$ cat config.mk
export PLATFORM = sky130hd
export DESIGN_NAME = rsa_exp_ctrl
export DESIGN_NICKNAME = d
export VERILOG_FILES = /design/src/rtl/rsa_exp_ctrl.sv
export SDC_FILE = /design/constraint.sdc
export NUM_CORES = 1
export LEC_CHECK = 0
export ABC_AREA = 1
export BUFFER_PORTS_ARGS = -buffer_cell sky130_fd_sc_hd__buf_2
export CORE_MARGIN = 2
export CORE_UTILIZATION = 45
export CTS_BUF_LIST = sky130_fd_sc_hd__clkbuf_8
export CTS_CLUSTER_SIZE = 12
export DETAILED_ROUTE_END_ITERATION = 8
export PLACE_DENSITY_LB_ADDON = 0.12
export SYNTH_ARGS = -nofsm -noshare
export SYNTH_HDL_FRONTEND = slang
export SYNTH_SLANG_ARGS = --single-unit
$ cat constraint.sdc
create_clock -name clk -period 1.5 [get_ports clk]
set_clock_uncertainty 0.15 [all_clocks]
set_input_delay 0.3 -clock clk [delete_from_list [all_inputs] [get_ports clk]]
set_output_delay 0.3 -clock clk [all_outputs]
set_load 0.1 [all_outputs]
$ cat src/rtl/rsa_exp_ctrl.sv
`default_nettype none
// ============================================================================
// Module   : rsa_exp_ctrl
// Purpose  : Sequencer for RSA modular exponentiation c = m^e mod p using
//            Montgomery left-to-right square-and-multiply. It drives a shared
//            Montgomery multiplier (mmul) through a start/done handshake. The
//            modulus p goes from the register wrapper straight to the
//            multiplier and does not pass through this block.
//
// Ports    : clk, rstb        clock, asynchronous active-low reset
//            ena              global enable; all state holds while low
//            start_cmd        start pulse, accepted in IDLE or DONE only
//            stop_cmd         abort pulse; wins over start_cmd
//            rsa_e/m/const    exponent, message, R^2 mod p (R = 2^WIDTH)
//            mmul_start       one-cycle request to the multiplier
//            mmul_a/mmul_b    registered operands, held until mmul_done
//            mmul_done        completion pulse, mmul_result valid with it
//            mmul_result      a*b*R^-1 mod p
//            rsa_c            registered result
//            irq              result-ready level
//            busy             high in every state except IDLE and DONE
//
// Revision : 1.0 - initial release
// ============================================================================
module rsa_exp_ctrl #(
  parameter int WIDTH = 8
) (
  input  logic             clk,
  input  logic             rstb,
  input  logic             ena,
  input  logic             start_cmd,
  input  logic             stop_cmd,
  input  logic [WIDTH-1:0] rsa_e,
  input  logic [WIDTH-1:0] rsa_m,
  input  logic [WIDTH-1:0] rsa_const,
  output logic             mmul_start,
  output logic [WIDTH-1:0] mmul_a,
  output logic [WIDTH-1:0] mmul_b,
  input  logic             mmul_done,
  input  logic [WIDTH-1:0] mmul_result,
  output logic [WIDTH-1:0] rsa_c,
  output logic             irq,
  output logic             busy
);

  localparam int               IDXW      = (WIDTH > 1) ? $clog2(WIDTH) : 1;
  localparam logic [WIDTH-1:0] c_one     = WIDTH'(1);
  localparam logic [IDXW-1:0]  c_idx_top = IDXW'(WIDTH - 1);
  localparam logic [IDXW-1:0]  c_idx_one = IDXW'(1);

  typedef enum logic [2:0] {
    S_IDLE   = 3'd0,
    S_PRE_M  = 3'd1,
    S_PRE_X  = 3'd2,
    S_SQUARE = 3'd3,
    S_MULT   = 3'd4,
    S_POST   = 3'd5,
    S_DONE   = 3'd6
  } state_t;

  state_t           r_state, w_state_nxt;
  logic [WIDTH-1:0] r_e, w_e_nxt;
  logic [WIDTH-1:0] r_const, w_const_nxt;
  logic [WIDTH-1:0] r_mbar, w_mbar_nxt;
  logic [IDXW-1:0]  r_idx, w_idx_nxt;
  logic             r_start, w_start_nxt;
  logic [WIDTH-1:0] r_a, w_a_nxt;
  logic [WIDTH-1:0] r_b, w_b_nxt;
  logic [WIDTH-1:0] r_c, w_c_nxt;
  logic             r_irq, w_irq_nxt;

  logic             w_op_state;
  logic             w_done_ok;
  logic             w_bit;
  logic             w_idx_zero;

  // The running value x is never kept in a separate register: every op that
  // consumes x takes it straight from mmul_result into the operand registers,
  // and the operand registers then hold it for the whole op. Likewise the
  // captured message lives in mmul_a for the duration of PRE_M.
  assign w_op_state = (r_state == S_PRE_M) || (r_state == S_PRE_X) ||
                      (r_state == S_SQUARE) || (r_state == S_MULT) ||
                      (r_state == S_POST);
  // A done pulse coinciding with our own start cycle cannot belong to the
  // op being issued, so it is masked.
  assign w_done_ok  = w_op_state && !r_start && mmul_done;
  assign w_bit      = r_e[r_idx];
  assign w_idx_zero = (r_idx == '0);

  always_comb begin
    w_state_nxt = r_state;
    w_e_nxt     = r_e;
    w_const_nxt = r_const;
    w_mbar_nxt  = r_mbar;
    w_idx_nxt   = r_idx;
    w_start_nxt = 1'b0;
    w_a_nxt     = r_a;
    w_b_nxt     = r_b;
    w_c_nxt     = r_c;
    w_irq_nxt   = r_irq;

    if (stop_cmd) begin
      // Abort from any state; an in-flight done is later ignored in IDLE.
      w_state_nxt = S_IDLE;
      w_irq_nxt   = 1'b0;
    end else begin
      case (r_state)
        S_IDLE, S_DONE: begin
          if (start_cmd) begin
            w_e_nxt     = rsa_e;
            w_const_nxt = rsa_const;
            w_idx_nxt   = c_idx_top;
            w_irq_nxt   = 1'b0;
            w_state_nxt = S_PRE_M;
            w_start_nxt = 1'b1;
            w_a_nxt     = rsa_m;
            w_b_nxt     = rsa_const;
          end
        end

        S_PRE_M: begin
          // mbar = m*R mod p
          if (w_done_ok) begin
            w_mbar_nxt  = mmul_result;
            w_state_nxt = S_PRE_X;
            w_start_nxt = 1'b1;
            w_a_nxt     = c_one;
            w_b_nxt     = r_const;
          end
        end

        S_PRE_X: begin
          // x = R mod p, the Montgomery form of 1
          if (w_done_ok) begin
            w_state_nxt = S_SQUARE;
            w_start_nxt = 1'b1;
            w_a_nxt     = mmul_result;
            w_b_nxt     = mmul_result;
          end
        end

        S_SQUARE: begin
          if (w_done_ok) begin
            if (w_bit) begin
              w_state_nxt = S_MULT;
              w_start_nxt = 1'b1;
              w_a_nxt     = mmul_result;
              w_b_nxt     = r_mbar;
            end else if (w_idx_zero) begin
              w_state_nxt = S_POST;
              w_start_nxt = 1'b1;
              w_a_nxt     = mmul_result;
              w_b_nxt     = c_one;
            end else begin
              w_idx_nxt   = r_idx - c_idx_one;
              w_start_nxt = 1'b1;
              w_a_nxt     = mmul_result;
              w_b_nxt     = mmul_result;
            end
          end
        end

        S_MULT: begin
          if (w_done_ok) begin
            w_start_nxt = 1'b1;
            w_a_nxt     = mmul_result;
            if (w_idx_zero) begin
              w_state_nxt = S_POST;
              w_b_nxt     = c_one;
            end else begin
              w_idx_nxt   = r_idx - c_idx_one;
              w_state_nxt = S_SQUARE;
              w_b_nxt     = mmul_result;
            end
          end
        end

        S_POST: begin
          // Multiplying by 1 leaves Montgomery form.
          if (w_done_ok) begin
            w_c_nxt     = mmul_result;
            w_irq_nxt   = 1'b1;
            w_state_nxt = S_DONE;
          end
        end

        default: begin
          w_state_nxt = S_IDLE;
        end
      endcase
    end
  end

  always_ff @(posedge clk or negedge rstb) begin
    if (!rstb) begin
      r_state <= S_IDLE;
      r_e     <= '0;
      r_const <= '0;
      r_mbar  <= '0;
      r_idx   <= '0;
      r_start <= 1'b0;
      r_a     <= '0;
      r_b     <= '0;
      r_c     <= '0;
      r_irq   <= 1'b0;
    end else if (ena) begin
      r_state <= w_state_nxt;
      r_e     <= w_e_nxt;
      r_const <= w_const_nxt;
      r_mbar  <= w_mbar_nxt;
      r_idx   <= w_idx_nxt;
      r_start <= w_start_nxt;
      r_a     <= w_a_nxt;
      r_b     <= w_b_nxt;
      r_c     <= w_c_nxt;
      r_irq   <= w_irq_nxt;
    end
  end

  assign mmul_start = r_start;
  assign mmul_a     = r_a;
  assign mmul_b     = r_b;
  assign rsa_c      = r_c;
  assign irq        = r_irq;
  assign busy       = (r_state != S_IDLE) && (r_state != S_DONE);

endmodule
`default_nettype wire
# Word level (Yosys, flattened, before mapping)
# Index checks and enable logic that the tools add are counted.
dict set report word_totals {
  reg_bits 56
  in_bits 38
  out_inout_bits 27
}
dict set report classes {
  n_addsub 1
  magnitude_cmp 1
  eq_ne 21
  mux 38
  n_bitwise 1
  n_reduce_logical 26
}
# operator count
set ops {}
lappend ops {{2-to-1 mux 8 bit} 9}
lappend ops {{2-to-1 mux 3 bit} 15}
lappend ops {{one-hot mux 8 bit (5 select lines)} 1}
lappend ops {{one-hot mux 8 bit (3 select lines)} 1}
lappend ops {{!= test 3 bit, second input constant} 7}
lappend ops {{one-hot mux 3 bit (6 select lines)} 1}
lappend ops {{AND reduction 4 bit} 4}
lappend ops {{AND reduction 8 bit} 2}
lappend ops {{!= test 2 bit, second input constant} 6}
lappend ops {{nonzero test 3 bit} 4}
lappend ops {{equality test 3 bit, second input constant} 3}
lappend ops {{one-hot mux 3 bit (3 select lines)} 1}
lappend ops {{2-to-1 mux 1 bit} 7}
lappend ops {{AND reduction 7 bit} 1}
lappend ops {{equality test 3 x 2 -> 1 bit, second input constant} 2}
lappend ops {{logical NOT 3 bit} 2}
lappend ops {{AND reduction 6 bit} 1}
lappend ops {{nonzero test 5 bit} 1}
lappend ops {{logical OR 1 bit} 4}
lappend ops {{less-than comparator 3 x 4 -> 1 bit, second input constant} 1}
lappend ops {{!= test 4 bit, second input constant} 1}
lappend ops {{one-hot mux 1 bit (2 select lines)} 2}
lappend ops {{OR reduction 4 bit} 1}
lappend ops {{binary-select mux 1 bit (select 3 bit)} 1}
lappend ops {{8 further kinds} 10}

# Logic depth before layout (Yosys ltp)
dict set report depth {
  depth_word 10
  depth_mapped 11
  ltp_nobuf 11
}

# Worst setup path before layout
# Ideal clock, no wire load.
dict set report synth_timing {
  path_type {reg2reg}
  start {reg r_state[1]}
  end {reg r_e[2]}
  setup_ps 124
  arrival_ps 2037
  path_slack_ps -811
  stages_incl_launch_ff 8
  path_buffers 1
  cell_sequence {dfrtp_1 o21ai_2 nand2_1 inv_1 nand3_1 clkbuf_1 nor2_1 a21oi_1}
}
dict set report synth_via {
  elab_chain_cells 3
  word_cells_on_any_way 4
  cone_classes {eq/ne: 1; reduce/logical: 3}
}
# element line_no
set synth_lines {}
lappend synth_lines {{from (decl)} 61} ;# state_t r_state, w_state_nxt;
lappend synth_lines {{from (signal assigned)} 207} ;# r_state <= w_state_nxt;
lappend synth_lines {{equality test 3 bit or logical NOT 3 bit (tied branches)} 107} ;# case (r_state)
lappend synth_lines {{OR reduction 2 bit (*)} 107}
lappend synth_lines {{AND reduction 4 bit (no source line) (*)} -}
lappend synth_lines {{to (signal assigned)} 208} ;# r_e <= w_e_nxt;
lappend synth_lines {{to (decl)} 62} ;# logic [WIDTH-1:0] r_e, w_e_nxt;
# Every way passes the cells marked *; elsewhere a longest branch is shown, timed or not.
# A chain may end at the register's enable or synchronous reset.

# Worst setup path in the final report
dict set report layout_timing {
  start {reg r_state[2]}
  end {out busy}
}
dict set report layout_via {
  elab_chain_cells 2
  word_cells_on_any_way 3
  cone_classes {eq/ne: 1; reduce/logical: 2}
}
# element line_no
set layout_lines {}
lappend layout_lines {{!= test 3 bit or nonzero test 3 bit (tied branches)} 225} ;# assign busy = (r_state != S_IDLE) && (r_state != S_DONE);
lappend layout_lines {{logical AND 1 bit (*)} 225}
lappend layout_lines {{to (decl)} 43} ;# output logic busy
# Marked as above.

==> results.tsv <==
stage	metric	value	unit
detailed_routing	drtAntennaViolNets	0	
cells_and_area	area_growth	61.7	%
detailed_routing	drc	0	
detailed_routing	routed_wl	8570	um
floorplanning	coreArea	6390	um^2
sta	period_share	126	%
grt	grt_overflow_total	0	
synthesis	syn_area	2970	um^2
detailed_routing	num_vias	3063	
clock_tree	clk_latency	0.31	ns
cells_and_area	final_area	4810	um^2
synthesis	syn_area_per_cell	7.41	um^2
sta	slew_headroom	75.2	%
synthesis	syn-instance-count	401	
cells_and_area	drive_gt1_share	38.2	%
floorplanning	die_x	85.3	um
sta	clock.fmax	530	MHz
critical_path	worstSetupPathType	flip-flop to output pin	
grt	busiest_layer	met2	
grt	grt_util_met2	38.7	%
run_status	status	finished, violations left	
floorplanning	initial_core_util	46.5	%
critical_path	start_kind	flip-flop	
synthesis	yosysSeqAreaShare	47.2	%
place	port_buffers	64	
critical_path	critPathMaxFanout	3	
clock_tree	cts_tree	done	
sta	worst-slew-pin-transition	0.373	ns
clock_tree	root_buffer	clkbuf_8	
flow_run	max_cap_viol_count	0	
floorplanning	die_h	85.3	um
sta	drv_slew	0	
pwr	vdd_ir_drop_max	1.64	mV
synthesis	synthDistinctLibCells	29	
critical_path	worstPathRequired	1.05	ns
critical_path	arrival	1.44	ns
cells_and_area	diodes	0	
floorplanning	dieArea	7270	um^2
synthesis	synth_warnings	0	
floorplanning	core.rowCount	29	
synthesis	synth_nets	441	
clock_tree	clkTransAtPathRegs	0.11	ns
sta	final-hold-violation-count	0	
synthesis	ys_ff_latch	56	
sta	holdWs	0.0751	ns
grt	grt_use_total	24.5	%
place	routabilityCongestion	0.996	
pwr	power_density	2250	nW/um^2
cells_and_area	final_common_cell	nand2_1	
clock_tree	cts.sinks	56	
grt	grt_max_degree	30	
detailed_routing	first_pass_iters	5	
hold_path	holdCritPathClass	primary input to flip-flop	
pwr	p_leak	2.39	nW
run_status	violations	setup timing	
floorplanning	io_pins	65	
cells_and_area	final_nets	571	
grt	antenna_found_initial	0	
clock_tree	cts_inserted_buffers	5	
sta	period_minus_slack	1.89	ns
grt	grt_pass1_vias	3054	
critical_path	crit_path_end_kind	output pin	
grt	grt.met1_usage	35.0	%
sta	setup_ws	-0.386	ns
place	dpl.hpwl	5950	um
cells_and_area	final_cell_mix	nand2_1, dfrtp_1, inv_1, buf_4, buf_2	
place	placed_area	4300	um^2
sta	rsz0062_at_grt	true	
clock_tree	htree_levels	2	
clock_tree	clockBufferDepth	2	
sta	finalSetupViolCount	58	
grt	grt_pass1_wl	14300	um
grt	met3_usage	4.09	%
detailed_routing	avgRoutedWirePerCell	14.1	um
detailed_routing	first_iter_violations	193	
detailed_routing	via_per_inst	5.03	
## per-stage QoR
step           total power, mW  setup slack (ns)  TNS (ns)  std cells  util (%)
2_1_floorplan             6.61            -0.226     -7.83        401         -
3_3_place_gp              9.09            -0.217     -8.79        582      67.3
3_5_place_dp              9.18            -0.276    -10.22        582      67.3
4_1_cts                   10.7            -0.381    -14.22        608      74.1
5_1_grt                   11.4            -0.434    -19.56        609      75.3
6_report                  10.8            -0.386    -14.63        609      75.3
## what timing repair did
action | CTS | global route
hold buffers | 1 | 0
setup buffers | 12 | 2
cloned | 5 | 0
endpoints found under the hold margin | 10 | 0
pin swaps | 8 | 3
gates resized for setup | 42 | 23
setup endpoints to repair | 58 | 58
## registers in the layout, indices dropped and copies added (netlist names)
name,cells
mmul_start,1
r_e,8
rsa_c,8
mmul_a,8
r_const,8
mmul_b,8
r_state,3
r_idx,3
r_mbar,8
irq,1
## metal layers
layer	part of all wire, %	vias to the layer above
li1	-	1531
met1	47	1429
met2	46	89
met3	5.9	14
met4	1.4	0
met5	0	-
## final cells by class
type / count / area [um^2]
repair buffers: 132 / 1450
inverters: 54 / 220
well taps: 77 / 96.3
clock inverters: 3 / 21.3
flip-flops and latches: 56 / 1410
clock buffers: 5 / 68.8
multi-input cells: 282 / 1540
fillers: 474 / 1580
## synth_stat cells (all sizes together)
master  count  area share, %
dfrtp      56             47
clkinv      2           0.25
clkbuf      2           0.25
a31oi       9            1.9
nand3      21            3.9
nor2       48            6.2
nand4       2           0.93
inv        52            6.7
buf         8            1.6
a21oi      22            3.8
nor4        1           0.21
xnor2       1           0.29
nand2     132             17
o211ai     10            2.5
o21ai      31            5.3
nor3        1           0.55
ha          2           0.84
o31ai       1           0.25
## kinds of logic (layout without fill, tap and decap cells)
kind of cell,after synthesis,count (layout),synth area share [%]
AO/OA/AOI/OAI,73,73,13.9
XOR/XNOR,1,1,0.295
adder cells (fa/ha/maj),2,2,0.842
buffers and inverters,64,194,8.72
flip-flops,56,56,47.2
AND/OR/NAND/NOR,205,206,29.1
## power by group
part / leakage, nW / switching [mW] / internal [mW]
Sequential: 0.670 / 0.467 / 2.13
Combinational: 1.68 / 4.34 / 3.01
Clock: 0.0445 / 0.528 / 0.333
## critical path, stage by stage, from the launching register on
cell,delay [ns]
dfrtp_2,0.45
buf_4,0.16
o21ai_4,0.05
buf_4,0.15
nand2_8,0.05
buf_6,0.11
buf_12,0.15
## path summary, 6_finish.rpt
check / start / end / slack [ns] / cells after the start
worst max-delay path: r_state[2]$_DFFE_PN0P_ / busy / -0.39 / 6
worst min-delay path: rsa_m[6] / mmul_a[6]$_DFFE_PN0P_ / 0.08 / 3
worst max register to register: r_state[2]$_DFFE_PN0P_ / r_e[3]$_DFFE_PN0P_ / -0.34 / 11
worst min register to register: r_const[4]$_DFFE_PN0P_ / r_const[4]$_DFFE_PN0P_ / 0.35 / 2
max in group asynchronous: rstb / r_e[2]$_DFFE_PN0P_ / 0.45 / 3
min in group asynchronous: rstb / r_e[0]$_DFFE_PN0P_ / 0.28 / 2
Power figures use the tool's default switching activity.
